===== src/rtl/pipe_ctrl.sv =====
// pipe_ctrl: central pipeline sequencer for the 5-stage core.
//  Merges ID/EX/MEM stall requests into a per-stage freeze vector and turns
//  exceptions or a stuck-stall watchdog into a single-cycle flush with a
//  redirect PC.
// Ports:
//  clk, rst             clock / synchronous active-high reset
//  stallreq_id/ex/mem   per-stage hold requests
//  excp_valid, excp_pc  exception committed in MEM and its handler address
//  stall[5:0]           freeze vector [0]pc [1]if [2]id [3]ex [4]mem [5]wb (combinational)
//  flush, new_pc        one-cycle pipeline clear and redirect target
//  stall_timeout        sticky watchdog-fired flag
//  stall_cnt            consecutive stall cycle count
module pipe_ctrl #(
  parameter int          STALL_LIMIT    = 256,
  parameter int          CNT_W          = 9,
  parameter logic [31:0] TIMEOUT_VECTOR = 32'h0000_0180
) (
  input  logic             clk,
  input  logic             rst,
  input  logic             stallreq_id,
  input  logic             stallreq_ex,
  input  logic             stallreq_mem,
  input  logic             excp_valid,
  input  logic [31:0]      excp_pc,
  output logic [5:0]       stall,
  output logic             flush,
  output logic [31:0]      new_pc,
  output logic             stall_timeout,
  output logic [CNT_W-1:0] stall_cnt
);

  typedef enum logic [1:0] {RUN, STALL, FLUSH} state_t;

  localparam logic [CNT_W-1:0] CNT_LAST = CNT_W'(STALL_LIMIT - 1);

  state_t           state_q;
  logic             flush_q;
  logic [31:0]      new_pc_q;
  logic             timeout_q;
  logic [CNT_W-1:0] cnt_q;
  logic             any_req;

  assign any_req = stallreq_id | stallreq_ex | stallreq_mem;

  // Zero-latency freeze: the requesting stage and everything upstream hold.
  // A committing exception must not hold the faulting instruction, and the
  // flush cycle ignores all requests.
  always_comb begin
    stall = 6'b000000;
    if (state_q != FLUSH && !excp_valid) begin
      if (stallreq_mem)     stall = 6'b011111;
      else if (stallreq_ex) stall = 6'b001111;
      else if (stallreq_id) stall = 6'b000111;
    end
  end

  always_ff @(posedge clk) begin
    if (rst) begin
      state_q   <= RUN;
      flush_q   <= 1'b0;
      new_pc_q  <= 32'h0;
      timeout_q <= 1'b0;
      cnt_q     <= '0;
    end else begin
      flush_q <= 1'b0;
      case (state_q)
        RUN: begin
          if (excp_valid) begin
            state_q  <= FLUSH;
            flush_q  <= 1'b1;
            new_pc_q <= excp_pc;
          end else if (any_req) begin
            state_q <= STALL;
            cnt_q   <= CNT_W'(1);
          end
        end
        STALL: begin
          if (excp_valid) begin
            state_q  <= FLUSH;
            flush_q  <= 1'b1;
            new_pc_q <= excp_pc;
            cnt_q    <= '0;
          end else if (!any_req) begin
            state_q <= RUN;
            cnt_q   <= '0;
          end else if (cnt_q == CNT_LAST) begin
            // Watchdog: a stall this long is treated as a hung unit.
            state_q   <= FLUSH;
            flush_q   <= 1'b1;
            new_pc_q  <= TIMEOUT_VECTOR;
            timeout_q <= 1'b1;
            cnt_q     <= '0;
          end else begin
            cnt_q <= cnt_q + CNT_W'(1);
          end
        end
        default: begin
          state_q <= RUN;
          cnt_q   <= '0;
        end
      endcase
    end
  end

  assign flush         = flush_q;
  assign new_pc        = new_pc_q;
  assign stall_timeout = timeout_q;
  assign stall_cnt     = cnt_q;

endmodule

===== config.mk =====
export PLATFORM = sky130hd
export DESIGN_NAME = pipe_ctrl
export DESIGN_NICKNAME = d
export VERILOG_FILES = /design/src/rtl/pipe_ctrl.sv
export SDC_FILE = /design/constraint.sdc
export NUM_CORES = 1
export LEC_CHECK = 0
export ABC_AREA = 1
export CAP_MARGIN = 20
export CORE_MARGIN = 5
export CORE_UTILIZATION = 40
export DETAILED_ROUTE_END_ITERATION = 16
export GPL_TIMING_DRIVEN = 1
export PLACE_DENSITY_LB_ADDON = 0.2
export SLEW_MARGIN = 25
export SYNTH_ARGS = -nofsm -noshare
export SYNTH_HDL_FRONTEND = slang
export SYNTH_SLANG_ARGS = --single-unit

===== constraint.sdc =====
create_clock -name clk -period 1.4 [get_ports clk]
set_input_delay 0.28 -clock clk [delete_from_list [all_inputs] [get_ports clk]]
set_output_delay 0.28 -clock clk [all_outputs]
set_load 0.01 [all_outputs]

==> results of run 1 <==
worst max-delay path by stage:
stage / from / to / slack (ns)
final: stallreq_ex / new_pc[28] / 0.002
after global routing: stall_cnt[1] / new_pc[15] / -0.06
after CTS: stall_cnt[6] / new_pc[6] / 0.001
after detailed placement: stallreq_mem / stall[1] / -0.58
after global placement: stallreq_mem / stall[2] / -0.51
after floorplan: stall_cnt[1] / new_pc[14] / 0.0009
stage by stage:
stage,total power (uW),cells,setup TNS [ns],instance area [um^2],util (%)
2_1_floorplan,1920,346,0,2410,-
3_3_place_gp,2340,520,-17.76,3520,60.2
3_5_place_dp,2360,520,-19.18,3520,60.2
4_1_cts,3320,534,0,3720,63.6
5_1_grt,3580,539,-0.884,3900,66.7
6_report,3370,539,0,3900,66.7
power breakdown:
group / switching (uW) / leakage (uW) / internal, uW
Clock: 435 / 0.0000566 / 511
Combinational: 472 / 0.00149 / 527
Sequential: 53.7 / 0.000373 / 1370
Total: 961 / 0.00192 / 2400
state kept, by name, summed over array words and instances, names as in the netlist:
signal and count:
new_pc 32, stall_cnt 9, state_q 2, flush 1, stall_timeout 1
timing repair:
| action | in CTS | in global routing |
|---|---|---|
| buffers inserted | 4 | 2 |
| cloned | 2 | 3 |
| pin swaps | 4 | 6 |
| resized for setup | 86 | 26 |
| endpoints found under the setup margin | 85 | 46 |
per-layer routing:
layer / vias up / GRT usage, % / part of all wire (%)
met1: 1133 / 21.8 / 44
met3: 4 / 4.54 / 6.4
met2: 69 / 30.2 / 49
li1: 1299 / - / -
met4: 0 / 4.04 / 0.95
met5: - / 0 / 0
critical path: stages:
cell	delay, ns
sky130_fd_sc_hd__dlygate4sd2_1	0.24
sky130_fd_sc_hd__nor2_2	0.13
sky130_fd_sc_hd__buf_4	0.14
sky130_fd_sc_hd__nand3_4	0.06
sky130_fd_sc_hd__nand2_2	0.09
sky130_fd_sc_hd__clkinv_4	0.08
sky130_fd_sc_hd__buf_12	0.14
sky130_fd_sc_hd__buf_12	0.13
sky130_fd_sc_hd__buf_4	0.13
sky130_fd_sc_hd__a21oi_2	0.13
sky130_fd_sc_hd__nor2_2	0.05
cells in the final DEF, fill, tap and decap left out, drive strengths merged, types with 2 or more instances in the layout:
| cell type | netlist | layout |
|---|---|---|
| o211ai | 2 | 2 |
| a21oi | 33 | 33 |
| nand4 | 2 | 2 |
| clkinv | 1 | 2 |
| buf | 16 | 48 |
| clkbuf | 5 | 10 |
| inv | 37 | 36 |
| dlygate4sd2 | 0 | 47 |
| nand2 | 103 | 104 |
| dfxtp | 45 | 45 |
| nor2 | 63 | 63 |
| clkdlybuf4s50 | 0 | 33 |
| nand3 | 34 | 34 |
cells by family after synthesis:
logic type                 count (synthesis)  synth area share, %
AOI/OAI and AO/OA                         35                 10.7
xor gates and xnor gates                   1                0.367
adders and majority gates                  1                0.525
buffers and inverters                     59                 13.0
DFF                                       45                 37.8
other                                      1                0.157
and+or+nand+nor                          204                 37.5
cell type report:
type / count / share of cell area [%]
sequential: 45 / 23.4
inverter: 38 / 3.79
tap: 75 / 2.41
clock buffer: 8 / 2.86
timing repair buffer: 130 / 33.6
multi-input combinational: 243 / 33.9
==> flow_summary.toml, run 1 <==
[timing]
fmaxAchievable_ghz = 0.715
min_period_over_period_pct = 99.8
grt_setup_unrepaired = "yes"
finalClockSkew_ns = 0.00874
hold_viol_final = 0
slew_violations = 0
setup_ws_ns = 0.00226
finalSetupViolations = 0
final.min_clock_period_ns = 1.40
fin_worst_hold_slack_ns = 0.452

[synthesis]
cells_taking_the_most_area_after_synthesis = "sky130_fd_sc_hd__dfxtp_1 38%, sky130_fd_sc_hd__nand2_1 16%, sky130_fd_sc_hd__a21oi_2 7.3%, sky130_fd_sc_hd__nor2_1 7.2%, sky130_fd_sc_hd__nand3_1 6.9%"
synth_largest_type_area_fraction_pct = 37.8
synth-edff-count = 0
syn-instance-count = 346
syn_area_per_cell_um2 = 6.89
synth.cell_area_um2 = 2380
async_reset_ff_share_pct = 0
synth_top_cell_by_area = "sky130_fd_sc_hd__dfxtp_1"
yosys-top-cells-count = "99 x sky130_fd_sc_hd__nand2_1, 46 x sky130_fd_sc_hd__nor2_1, 45 x sky130_fd_sc_hd__dfxtp_1, 35 x sky130_fd_sc_hd__inv_1, 33 x sky130_fd_sc_hd__nand3_1"
yosys.cell_count.top_type = "sky130_fd_sc_hd__nand2_1"
ys_seq_elements = 45
ys_warnings = 0
dominantRegCellSynth = "sky130_fd_sc_hd__dfxtp_1"
net_count_synth = 385
synth-seq-area-share_pct = 37.8
synth_cell_type_count = 26

[setup_path]
worstSetupStartpointType = "primary input"
critPathRequiredTime_ns = 1.59
end_kind = "flip-flop"
largest_fanout_on_the_critical_path = 9
criticalPathCategory = "in -> reg"
regToRegStartpoint = "stall_cnt[1]"
rr_worst_depth = 10
reg2reg_to = "new_pc[6]"
setup.reg_to_reg.worst_slack_ns = 0.04
worstPathArrival_ns = 1.59

[die]
num_rows = 28
die_outline_area_um2 = 7610
core_area_um2 = 5850
design.portCount = 87
die-height_um = 87.2
die-width_um = 87.2
starting_density_pct = 40.8

[routing]
post-route-drc-count = 0
via_per_inst = 4.65
drt-initial-drc-count = 111
average_detailed_routed_wire_length_per_instance_um = 12.4
drtAntennaViolNets = 0
drtPass1Iterations = 4
wirelength_mm = 6.66
detailroute.via_count = 2505

[min_path]
min_to = "new_pc[8]"
timing.hold.worst_path_depth = 2
worstHoldPathType = "reg -> reg"
worst_hold_startpoint = "new_pc[8]"

[flow_run]
max-cap-violations = 0

[final_layout]
layout.area.seq_um2 = 913
antennaDiodeCount = 0
multi_input_gate_area_um2 = 1320
syn2layout_area_growth_pct = 63.5
num-fill-cells = 518
final_net_count = 502
final_layout_size_suffix_gt1_share_pct = 28.0

[cts]
max-clock-path-buffers = 2
cts_tree = "done"
clock_sink_count = 45
cts_buffers = 5
h-tree-depth = 2
cts_hold_buf = 0
clk_root_buffer_cell = "sky130_fd_sc_hd__clkbuf_8"
clk_pin_slew_ns = 0.08
clock_insertion_delay_worst_skew_ns = 0.29

[power]
vdd_ir_max_mv = 0.468
power.density_nw_per_um2 = 863
power.static_leakage_uw = 0.00192

[placement]
dpl.hpwl_mm = 4.42
count_of_buffers_from_port_buffering = 85
dp_worst_setup_slack_ns = -0.577
gp_congestion = 0.788

[global_route]
pin_count_of_the_biggest_net_entering_global_routing = 29
overflow = 0
grt_pass1_wl_mm = 10.7
grt_antenna_before_repair = 0
grtUsageTotal_pct = 17.5
first_global_vias = 2385

[status]
run_status = "completed"
No activity file was read; power rests on OpenSTA's default activity.
==> run 2, diff against run 1 <==
- CAP_MARGIN: 20 -> 0
- RECOVER_POWER: not set -> 25
==> results of run 2 <==
Same layout as run 1: the final DEF is identical, and so are final timing and power.
